==> src/rtl/pdh_cmd_sequencer.sv <==
// pdh_cmd_sequencer: routes one command at a time to a target, runs clr-then-en, returns the sampled callback (ports: cmd_* in, en/clr/data out, callback_i in, rsp_* out, busy_o)
module pdh_cmd_sequencer #(
  parameter int N_MODULES      = 4,
  parameter int SEL_WIDTH      = 2,
  parameter int DATA_WIDTH     = 8,
  parameter int CALLBACK_WIDTH = 8,
  parameter int CLR_CYCLES     = 2,
  parameter int SETTLE_CYCLES  = 6,
  parameter int VERIFY         = 1
) (
  input  logic                                clk,
  input  logic                                rst,
  input  logic                                cmd_valid_i,
  output logic                                cmd_ready_o,
  input  logic                                cmd_op_i,
  input  logic [SEL_WIDTH-1:0]                cmd_sel_i,
  input  logic [DATA_WIDTH-1:0]               cmd_data_i,
  output logic [N_MODULES-1:0]                en_o,
  output logic [N_MODULES-1:0]                clr_o,
  output logic [DATA_WIDTH-1:0]               data_o,
  input  logic [N_MODULES*CALLBACK_WIDTH-1:0] callback_i,
  output logic                                rsp_valid_o,
  output logic [CALLBACK_WIDTH-1:0]           rsp_callback_o,
  output logic                                rsp_err_o,
  output logic                                busy_o
);
  localparam int CNT_MAX = CLR_CYCLES > SETTLE_CYCLES ? CLR_CYCLES : SETTLE_CYCLES;
  localparam int CNT_W = $clog2(CNT_MAX + 1);
  localparam logic [CNT_W-1:0] CLR_LD = CNT_W'(CLR_CYCLES - 1);
  localparam logic [CNT_W-1:0] EN_LD = CNT_W'(SETTLE_CYCLES - 2);
  localparam logic [SEL_WIDTH:0] NM = N_MODULES[SEL_WIDTH:0];
  typedef enum logic [2:0] {IDLE, CLR, EN, SAMPLE, RESP} state_t;
  state_t state, nxt;
  logic [CNT_W-1:0] cnt, cnt_n;
  logic op_q, legal;
  logic [SEL_WIDTH-1:0] sel_q, sel_n;
  logic [DATA_WIDTH-1:0] data_q;
  logic [N_MODULES-1:0] oh;
  logic [CALLBACK_WIDTH-1:0] cb;
  always_comb begin
    legal = {1'b0, cmd_sel_i} < NM;
    sel_n = state == IDLE ? cmd_sel_i : sel_q;
    oh = N_MODULES'(1) << sel_n;
    cb = callback_i[sel_q*CALLBACK_WIDTH +: CALLBACK_WIDTH];
    nxt = state;
    cnt_n = cnt;
    case (state)
      IDLE: if (cmd_valid_i) begin
        nxt = legal ? CLR : RESP;
        cnt_n = CLR_LD;
      end
      CLR: begin
        cnt_n = cnt - CNT_W'(1);
        if (cnt == '0) begin
          nxt = op_q ? RESP : EN;
          cnt_n = EN_LD;
        end
      end
      // SAMPLE is the final en cycle; the callback is captured on the edge leaving it
      EN: begin
        cnt_n = cnt - CNT_W'(1);
        if (cnt == '0) nxt = SAMPLE;
      end
      SAMPLE: nxt = RESP;
      default: nxt = IDLE;
    endcase
  end
  // outputs are registered from the next state so they align with the state they describe
  always_ff @(posedge clk or posedge rst) begin
    if (rst) begin
      state <= IDLE;
      cnt <= '0;
      op_q <= 1'b0;
      sel_q <= '0;
      data_q <= '0;
      en_o <= '0;
      clr_o <= '0;
      data_o <= '0;
      rsp_valid_o <= 1'b0;
      rsp_callback_o <= '0;
      rsp_err_o <= 1'b0;
      busy_o <= 1'b0;
      cmd_ready_o <= 1'b1;
    end else begin
      state <= nxt;
      cnt <= cnt_n;
      if (state == IDLE && cmd_valid_i) begin
        op_q <= cmd_op_i;
        sel_q <= cmd_sel_i;
        data_q <= cmd_data_i;
      end
      clr_o <= nxt == CLR ? oh : '0;
      en_o <= (nxt == EN || nxt == SAMPLE) ? oh : '0;
      if (state == CLR && nxt == EN) data_o <= data_q;
      rsp_valid_o <= nxt == RESP;
      if (nxt == RESP) begin
        rsp_callback_o <= state == SAMPLE ? cb : '0;
        rsp_err_o <= state == IDLE || (state == SAMPLE && VERIFY != 0 && cb != data_q[CALLBACK_WIDTH-1:0]);
      end
      cmd_ready_o <= nxt == IDLE;
      busy_o <= nxt != IDLE;
    end
  end
endmodule

==> config.mk <==
export PLATFORM = sky130hd
export DESIGN_NAME = pdh_cmd_sequencer
export DESIGN_NICKNAME = d
export VERILOG_FILES = /design/src/rtl/pdh_cmd_sequencer.sv
export SDC_FILE = /design/constraint.sdc
export NUM_CORES = 1
export LEC_CHECK = 0
export ABC_AREA = 1
export BUFFER_PORTS_ARGS = -buffer_cell sky130_fd_sc_hd__buf_2
export CAP_MARGIN = 20
export CORE_AREA = 2 2 74 76
export DETAILED_ROUTE_END_ITERATION = 8
export DIE_AREA = 0 0 76 78
export PLACE_DENSITY = 0.73
export SKIP_CTS_REPAIR_TIMING = 1
export SKIP_LAST_GASP = 1
export SYNTH_ARGS = -nofsm -noshare
export SYNTH_HDL_FRONTEND = slang
export SYNTH_SLANG_ARGS = --single-unit
==> constraint.sdc <==
create_clock -name clk -period 1.4 [get_ports clk]
set_input_delay 0.14 -clock clk [delete_from_list [all_inputs] [get_ports clk]]
set_output_delay 0.14 -clock clk [all_outputs]
set_load 0.05 [all_outputs]
==> flow_metrics.py, run 1 <==
metrics = {
    "logic_synthesis": {
        "synth_flop_cell": "dfrtp_1",
        "synth-seq-cells": 45,
        "async_flop_share_pct": 100,
        "synth_warnings": 0,
        "ys_seq_area_share_pct": 51.0,
        "synth_area_sq_um": 2210,
        "synth_cells": 274,
        "synth_edf_count": 0,
        "synth_cell_types": 24,
        "avgSynthCellArea_sq_um": 8.06,
        "synth.net_count": 322,
    },
    "drt": {
        "drt_iter0_markers": 161,
        "post-route-drc-count": 0,
        "num_vias": 2166,
        "via_per_inst": 4.89,
        "wl_mm": 5.81,
        "first_pass_iters": 4,
        "antenna_left": 0,
        "avgRoutedWirePerCell_microns": 13.1,
    },
    "global_routing": {
        "grt_pass1_vias": 2035,
        "antenna_found_initial": 0,
        "grt_remaining_overflow": 0,
        "grt_pass1_wl_mm": 9.07,
        "grt_max_degree": 36,
        "grt_usage_pct": 19.2,
    },
    "floorplanning": {
        "coreArea_sq_um": 5040,
        "die_h_microns": 78,
        "pin_count": 74,
        "start_util_pct": 43.8,
        "std_cell_rows": 26,
        "die_w_microns": 76,
        "dieArea_sq_um": 5930,
    },
    "clocking": {
        "cts-root-buf": "clkbuf_8",
        "clock_latency_ns": 0.30,
        "cts.path.max_buffers": 2,
        "cts_tree": "built",
        "clock-sinks": 45,
        "path_clk_slew_ns": 0.08,
        "htree_levels": 2,
        "numCtsBuffers": 5,
    },
    "worst_hold_path": {
        "hold_class": "in2reg",
    },
    "final_layout": {
        "insertedDiodeCount": 0,
        "area_growth_pct": 41.1,
        "multiInputGateArea_sq_um": 1040,
        "nFillCells": 420,
        "final_cell_mix": "nand2_1 (82), buf_2 (73), dfrtp_1 (43)",
        "final_common_cell": "nand2_1",
        "finalInstanceArea_sq_um": 3120,
        "area.sequential_sq_um": 1130,
        "drive_gt1_share_pct": 43.7,
        "nNetsFinal": 420,
    },
    "setup_path": {
        "arrival_ns": 1.65,
        "endpoint_kind": "flip-flop",
        "critPathLaunchType": "flip-flop",
        "critPathMaxFanout": 11,
        "critPathRequiredTime_ns": 1.59,
        "worst-setup-path-type": "reg2reg",
    },
    "timing": {
        "rsz0062_at_grt": "yes",
        "finClkSkew_ns": 0.00715,
        "max_freq_mhz": 686,
        "tightest_slew_ns": 0.264,
        "finalMaxSlewViolations": 0,
        "timing.setup.tns_ns": -0.0587,
        "setup_slack_ns": -0.0587,
        "period_needed_ns": 1.46,
        "slew_headroom_pct": 82.4,
        "finalHoldViolCount": 0,
        "finalSetupViolations": 1,
        "finalCritPeriodShare_pct": 104,
    },
    "pwr": {
        "power_density_nw_per_um2": 2720,
        "power.leakage_uw": 0.00168,
        "power.total_uw": 8480,
        "peakVddDrop_mv": 1.19,
    },
    "outcome": {
        "status": "finished, violations left",
        "violations": "negative setup slack",
    },
    "placed_design": {
        "post-dp-hpwl_mm": 4.21,
        "placed_area_sq_um": 2740,
        "pre_cts_ws_ns": -0.0541,
        "routabilityCongestion": 0.851,
        "portBuffers": 73,
    },
    "job": {
        "maxCapViolCount": 0,
    },
}
==> registers in the layout (all words and copies together), names as in the netlist <==
name / count
cmd_ready_o: 1
clr_o: 4
rsp_valid_o: 1
state: 3
data_o: 8
en_o: 4
data_q: 8
cnt: 3
rsp_callback_o: 8
sel_q: 2
rsp_err_o: 1
busy_o: 1
op_q: 1
==> layer usage <==
metal  part of all wire (%)  global-route usage [%]  vias up
li1                       -                       -     1065
met1                     41                    23.6     1014
met2                     51                    33.2       76
met3                    5.9                    4.53       11
met4                    1.8                    6.73        0
met5                      0                       0        -
==> path summary, 6_finish.rpt <==
check                                  start                 to  slack, ns  cells past startpoint
max                                 sel_q[0]          rsp_err_o      -0.06                     12
min                                 cmd_op_i               op_q       0.05                      3
max reg2reg                         sel_q[0]          rsp_err_o      -0.06                     12
min reg2reg                rsp_callback_o[2]  rsp_callback_o[2]       0.48                      2
max in group asynchronous                rst        cmd_ready_o       0.57                      4
min in group asynchronous                rst  rsp_callback_o[5]       0.31                      3
==> cell families (layout without fill, tap and decap cells) <==
group / after synthesis / count (layout) / share of synthesized area (%)
simple gates: 152 / 152 / 30.6
flops: 45 / 45 / 51.0
compound gates: 38 / 38 / 9.29
buf+inv: 37 / 136 / 7.93
fa+ha+maj: 2 / 2 / 1.13
==> stage by stage <==
| stage | cells | util, % | hold slack, ns |
|---|---|---|---|
| floorplan | 274 | - | 0.250 |
| global placement | 424 | 54.2 | 0.0815 |
| detailed placement | 424 | 54.2 | 0.0843 |
| CTS | 432 | 56.9 | -0.237 |
| global route | 443 | 61.8 | 0.0406 |
| finish | 443 | 61.8 | 0.0471 |
==> area by class of cell <==
class,count,area share (%)
multi-input cells,192,33.4
repair buffers,98,19.4
clock inverters,3,2.09
flip-flops and latches,45,36.2
well taps,70,2.81
inverters,30,3.85
clock buffers,5,2.21
==> worst max-delay path, stage by stage (launching register included) <==
cell and delay [ns]:
dfrtp_2 0.48, inv_8 0.07, buf_12 0.14, nand2_2 0.05, nand3_2 0.08, nand2_2 0.09
nand2_1 0.05, nand2_1 0.06, nand2_1 0.05, nor2_1 0.09, nand2_1 0.06, nand2_1 0.07
nand2_1 0.05
==> power by group <==
group / total (uW) / switching, uW / internal [uW]
Clock: 1140 / 428 / 709
Sequential: 2220 / 333 / 1880
Combinational: 5130 / 3410 / 1720
==> synth_stat cells (3+ instances only) <==
master,number,area [sq um]
a21oi_1,3,15.0
dfrtp_1,44,1100
inv_1,25,93.8
inv_2,4,15.0
nand2_1,97,364
nand2_2,9,56.3
nand3_1,20,100
nand3_2,7,70.1
nor2_1,16,60.1
o21ai_0,30,150
o21ai_1,3,15.0
No activity file was read; power rests on OpenSTA's default activity.
==> run 2: changes to the inputs <==
==> constraint.sdc (replaced) <==
create_clock -name clk -period 1.4 [get_ports clk]
set_input_delay 0 -clock clk [delete_from_list [all_inputs] [get_ports clk]]
set_output_delay 0 -clock clk [all_outputs]
set_load 0.05 [all_outputs]
==> flow_metrics.py, run 2 (synthesized netlist as in run 1, its figures left out) <==
metrics = {
    "drt": {
        "num_vias": 2169,
        "via_per_inst": 4.77,
        "antenna_left": 0,
        "avgRoutedWirePerCell_microns": 12.9,
        "post-route-drc-count": 0,
        "wl_mm": 5.87,
        "drt_iter0_markers": 132,
        "first_pass_iters": 4,
    },
    "pwr": {
        "peakVddDrop_mv": 1.04,
        "power.total_uw": 8490,
        "power_density_nw_per_um2": 2640,
        "power.leakage_uw": 0.00173,
    },
    "setup_path": {
        "endpoint_kind": "flip-flop",
        "critPathLaunchType": "flip-flop",
        "path_cells": "buf_6, inv_8, nand2_4, nand3_4, nand2_2, nand2_1, nand2_1, nand2_1, nor2_1, nand2_1, nand2_1, nand2_1",
        "cp_num_buf_inv": 2,
        "worst-setup-path-type": "reg2reg",
        "crit_slowest_cell": "dfrtp_2",
        "cp_top_family": "simple AND/OR/NAND/NOR gates",
        "arrival_ns": 1.69,
        "crit_path_max_incr_delay_ns": 0.48,
        "critPathMaxFanout": 8,
        "crit_path_frequent_cell": "nand2_1",
        "ff2ff_path_depth": 12,
        "critPathRequiredTime_ns": 1.59,
        "cp.depth": 12,
    },
    "placed_design": {
        "routabilityCongestion": 0.873,
        "post-dp-hpwl_mm": 4.09,
        "placed_area_sq_um": 2740,
        "portBuffers": 73,
    },
    "global_routing": {
        "grt_pass1_vias": 2066,
        "antenna_found_initial": 0,
        "grt_max_degree": 46,
        "grt_remaining_overflow": 0,
        "grt_pass1_wl_mm": 8.91,
        "grt_usage_pct": 19.0,
    },
    "outcome": {
        "violations": "negative setup slack",
        "status": "finished, violations left",
    },
    "clocking": {
        "cts-root-buf": "clkbuf_8",
        "clock-sinks": 45,
        "clock_latency_ns": 0.30,
        "numCtsBuffers": 5,
        "cts_tree": "built",
        "path_clk_slew_ns": 0.08,
        "cts.path.max_buffers": 2,
        "htree_levels": 2,
    },
    "final_layout": {
        "final_cell_mix": "nand2_1 (86), buf_2 (73), dfrtp_1 (43)",
        "final_common_cell": "nand2_1",
        "nNetsFinal": 432,
        "reg.largest.list": "data_o (8), data_q (8), rsp_callback_o (8)",
        "insertedDiodeCount": 0,
        "area.sequential_sq_um": 1130,
        "nFillCells": 419,
        "area_growth_pct": 45.5,
        "multiInputGateArea_sq_um": 1020,
        "finalInstanceArea_sq_um": 3210,
        "drive_gt1_share_pct": 41.0,
    },
    "floorplanning": {
        "dieArea_sq_um": 5930,
        "start_util_pct": 43.8,
        "die_h_microns": 78,
        "die_w_microns": 76,
        "pin_count": 74,
        "std_cell_rows": 26,
        "coreArea_sq_um": 5040,
    },
    "timing": {
        "rsz0062_at_grt": "yes",
        "tightest_slew_ns": 0.268,
        "holdWs_ns": 0.122,
        "setup_slack_ns": -0.0963,
        "slew_headroom_pct": 82.1,
        "max_freq_mhz": 668,
        "finalSetupViolations": 1,
        "finalMaxSlewViolations": 0,
        "finalCritPeriodShare_pct": 107,
        "finClkSkew_ns": 0.00674,
        "finalHoldViolCount": 0,
        "period_needed_ns": 1.50,
    },
    "worst_hold_path": {
        "hold_class": "in2reg",
        "whs_path_depth": 5,
    },
    "job": {
        "maxCapViolCount": 0,
    },
}
[run 2: final timing paths]
kind	start	to	slack [ns]
setup / recovery	sel_q[0]	rsp_err_o	-0.1
hold / removal	callback_i[16]	rsp_callback_o[0]	0.12
setup reg to reg	sel_q[0]	rsp_err_o	-0.1
hold reg to reg	rsp_err_o	rsp_err_o	0.49
max in group asynchronous	rst	cmd_ready_o	0.87
min in group asynchronous	rst	rsp_callback_o[6]	0.27
[run 2: tightest hold or removal path, cell delays in order]
cell and delay, ns:
buf_2 0.10, nand2_2 0.06, nand3_2 0.06, nand2_1 0.09, o21ai_0 0.07
[run 2: final cells by class]
| cell class | instances | share of cell area (%) |
|---|---|---|
| sequential | 45 | 35.1 |
| multi-input combinational | 192 | 31.9 |
| timing repair buffer | 109 | 22.0 |
| inverter | 30 | 3.81 |
| tap | 70 | 2.72 |
| clock buffer | 5 | 2.14 |
| clock inverter | 3 | 2.02 |
| timing repair inverter | 1 | 0.350 |
[run 2: through the flow]
stage / std cells / setup slack [ns] / util (%) / setup TNS (ns)
6_report: 455 / -0.0963 / 63.7 / -0.0963
5_1_grt: 455 / -0.163 / 63.7 / -1.62
4_1_cts: 432 / -0.104 / 56.9 / -0.869
3_5_place_dp: 424 / -0.0424 / 54.2 / -0.372
3_3_place_gp: 424 / -0.0151 / 54.2 / -0.0151
2_1_floorplan: 274 / 0.0127 / - / 0
[run 2: per-layer routing]
metal  global-route usage, %  vias up  part of all wire [%]
met5                       0        -                     0
met4                    7.82        0                   2.0
met3                    4.19       10                   3.9
met2                    33.3       52                    51
met1                    22.7     1017                    43
li1                        -     1090                     -
[run 2: power by group]
| group | total, uW | switching (uW) | internal, uW |
|---|---|---|---|
| Combinational | 5130 | 3400 | 1720 |
| Clock | 1140 | 433 | 709 |
| Sequential | 2220 | 337 | 1880 |
| Total | 8490 | 4170 | 4320 |
==> run 3: changes to the inputs <==
BUFFER_PORTS_ARGS = -buffer_cell sky130_fd_sc_hd__clkbuf_2   (was -buffer_cell sky130_fd_sc_hd__buf_2)
CORE_AREA = 2 2 84 66   (was 2 2 74 76)
DIE_AREA = 0 0 86 68   (was 0 0 76 78)
PLACE_DENSITY = 0.74   (was 0.73)
==> flow_metrics.py, run 3 (synthesized netlist as in run 1, its figures left out) <==
metrics = {
    "setup_path": {
        "cp_num_buf_inv": 1,
        "arrival_ns": 1.66,
        "crit_slowest_cell": "dfrtp_2",
        "path_cells": "buf_6, nand2_1, nand3_2, nand2_2, nand2_1, nand2_1, nand2_1, nor2_1, nand2_1, nand2_1, nand2_1",
        "endpoint_kind": "flip-flop",
        "timing.rr.start": "sel_q[0]",
        "ff2ff_setup_slack_ns": -0.07,
        "critPathRequiredTime_ns": 1.60,
        "crit_path_max_incr_delay_ns": 0.51,
        "ff2ff_path_depth": 11,
        "r2r_end": "rsp_err_o",
        "critPathMaxFanout": 8,
        "cp_top_family": "simple AND/OR/NAND/NOR gates",
        "crit_path_frequent_cell": "nand2_1",
        "critPathLaunchType": "flip-flop",
        "worst-setup-path-type": "reg2reg",
    },
    "timing": {
        "setup_slack_ns": -0.0668,
        "finalCritPeriodShare_pct": 105,
        "holdWs_ns": 0.0913,
        "timing.setup.tns_ns": -0.0668,
        "tightest_slew_ns": 0.423,
        "period_needed_ns": 1.47,
        "max_freq_mhz": 682,
        "finalHoldViolCount": 0,
        "rsz0062_at_grt": "yes",
        "finalSetupViolations": 1,
        "finClkSkew_ns": 0.00696,
        "slew_headroom_pct": 71.8,
        "finalMaxSlewViolations": 0,
    },
    "pwr": {
        "peakVddDrop_mv": 1.24,
        "power.total_uw": 7990,
        "power.leakage_uw": 0.00169,
        "power_density_nw_per_um2": 2550,
    },
    "global_routing": {
        "grtUsageMet3_pct": 3.86,
        "grt_pass1_wl_mm": 8.30,
        "grt_max_degree": 28,
        "grt_remaining_overflow": 0,
        "grt_usage_pct": 18.8,
        "use_met1_pct": 27.4,
        "met2_usage_pct": 27.7,
        "antenna_found_initial": 0,
        "grt_busiest_layer": "met2",
        "grt_pass1_vias": 1826,
    },
    "worst_hold_path": {
        "worstHoldStart": "callback_i[0]",
        "whs_path_depth": 5,
        "hold_end": "rsp_callback_o[0]",
        "hold_class": "in2reg",
    },
    "floorplanning": {
        "dieArea_sq_um": 5850,
        "coreArea_sq_um": 5090,
        "pin_count": 74,
        "start_util_pct": 43.4,
        "die_h_microns": 68,
        "die_w_microns": 86,
        "std_cell_rows": 23,
    },
    "final_layout": {
        "drive_gt1_share_pct": 42.3,
        "final_common_cell": "nand2_1",
        "area_growth_pct": 41.7,
        "stdcell_count": 443,
        "nNetsFinal": 428,
        "insertedDiodeCount": 0,
        "nFillCells": 443,
        "reg.largest.list": "data_o (8), data_q (8), rsp_callback_o (8)",
        "final_cell_mix": "nand2_1 (81), clkbuf_2 (73), dfrtp_1 (43)",
    },
    "clocking": {
        "numCtsBuffers": 5,
        "path_clk_slew_ns": 0.08,
        "htree_levels": 2,
        "cts.path.max_buffers": 2,
        "clock_latency_ns": 0.30,
        "cts_tree": "built",
        "clock-sinks": 45,
        "cts-root-buf": "clkbuf_8",
    },
    "placed_design": {
        "portBuffers": 73,
        "placed_cells": 415,
        "routabilityCongestion": 0.879,
        "post-dp-hpwl_mm": 4.08,
    },
    "drt": {
        "first_pass_iters": 4,
        "num_vias": 2117,
        "avgRoutedWirePerCell_microns": 12.5,
        "drt_iter0_markers": 93,
        "post-route-drc-count": 0,
        "via_per_inst": 4.78,
        "wl_mm": 5.53,
        "antenna_left": 0,
    },
    "job": {
        "maxCapViolCount": 0,
    },
    "outcome": {
        "violations": "negative setup slack",
        "status": "finished, violations left",
    },
}
-- run 3: how the worst max path moves through the flow --
stage / cells past startpoint / slack [ns] / to / start
6_report: 11 / -0.07 / rsp_err_o / sel_q[0]
5_1_grt: 12 / -0.19 / rsp_err_o / sel_q[0]
4_1_cts: 12 / -0.07 / rsp_err_o / sel_q[0]
3_5_place_dp: 12 / -0.06 / rsp_err_o / sel_q[0]
3_3_place_gp: 12 / -0.03 / rsp_err_o / sel_q[0]
2_1_floorplan: 8 / 0.01 / data_o[0] / cnt[0]
-- run 3: cell type report --
type | instances | area, sq um | share of cell area (%)
Timing Repair Buffer | 105 | 672 | 21.5
Timing Repair inverter | 1 | 6.26 | 0.200
Clock inverter | 2 | 13.8 | 0.439
Clock buffer | 6 | 82.6 | 2.64
Inverter | 30 | 120 | 3.84
Sequential cell | 45 | 1130 | 36.0
Multi-Input combinational cell | 192 | 1030 | 32.9
Tap cell | 62 | 77.6 | 2.48
-- run 3: layer usage --
| metal | routed length (microns) | vias to the layer above |
|---|---|---|
| li1 | - | 1080 |
| met1 | 2700 | 974 |
| met2 | 2460 | 56 |
| met3 | 290 | 7 |
| met4 | 81 | 0 |
| met5 | 0 | - |
-- run 3: power breakdown --
group / total [uW] / switching [uW] / internal [uW] / leakage [uW]
registers: 2230 / 345 / 1880 / 0.000568
clock network: 836 / 436 / 400 / 0.0000512
logic: 4930 / 3320 / 1610 / 0.00107
total: 7990 / 4100 / 3890 / 0.00169
-- run 3: worst reg2reg max path: stages (launching register included) --
cell	delay (ns)
dfrtp_2	0.51
buf_6	0.18
nand2_1	0.08
nand3_2	0.09
nand2_2	0.10
nand2_1	0.05
nand2_1	0.05
nand2_1	0.04
nor2_1	0.08
nand2_1	0.06
nand2_1	0.07
nand2_1	0.06
-- run 3: through the flow --
stage | util [%] | setup slack, ns | instance area, sq um
2_1_floorplan | - | 0.0127 | 2210
3_3_place_gp | 53.4 | -0.0307 | 2720
3_5_place_dp | 53.4 | -0.0577 | 2720
4_1_cts | 55.2 | -0.0744 | 2810
5_1_grt | 61.5 | -0.186 | 3130
6_report | 61.5 | -0.0668 | 3130
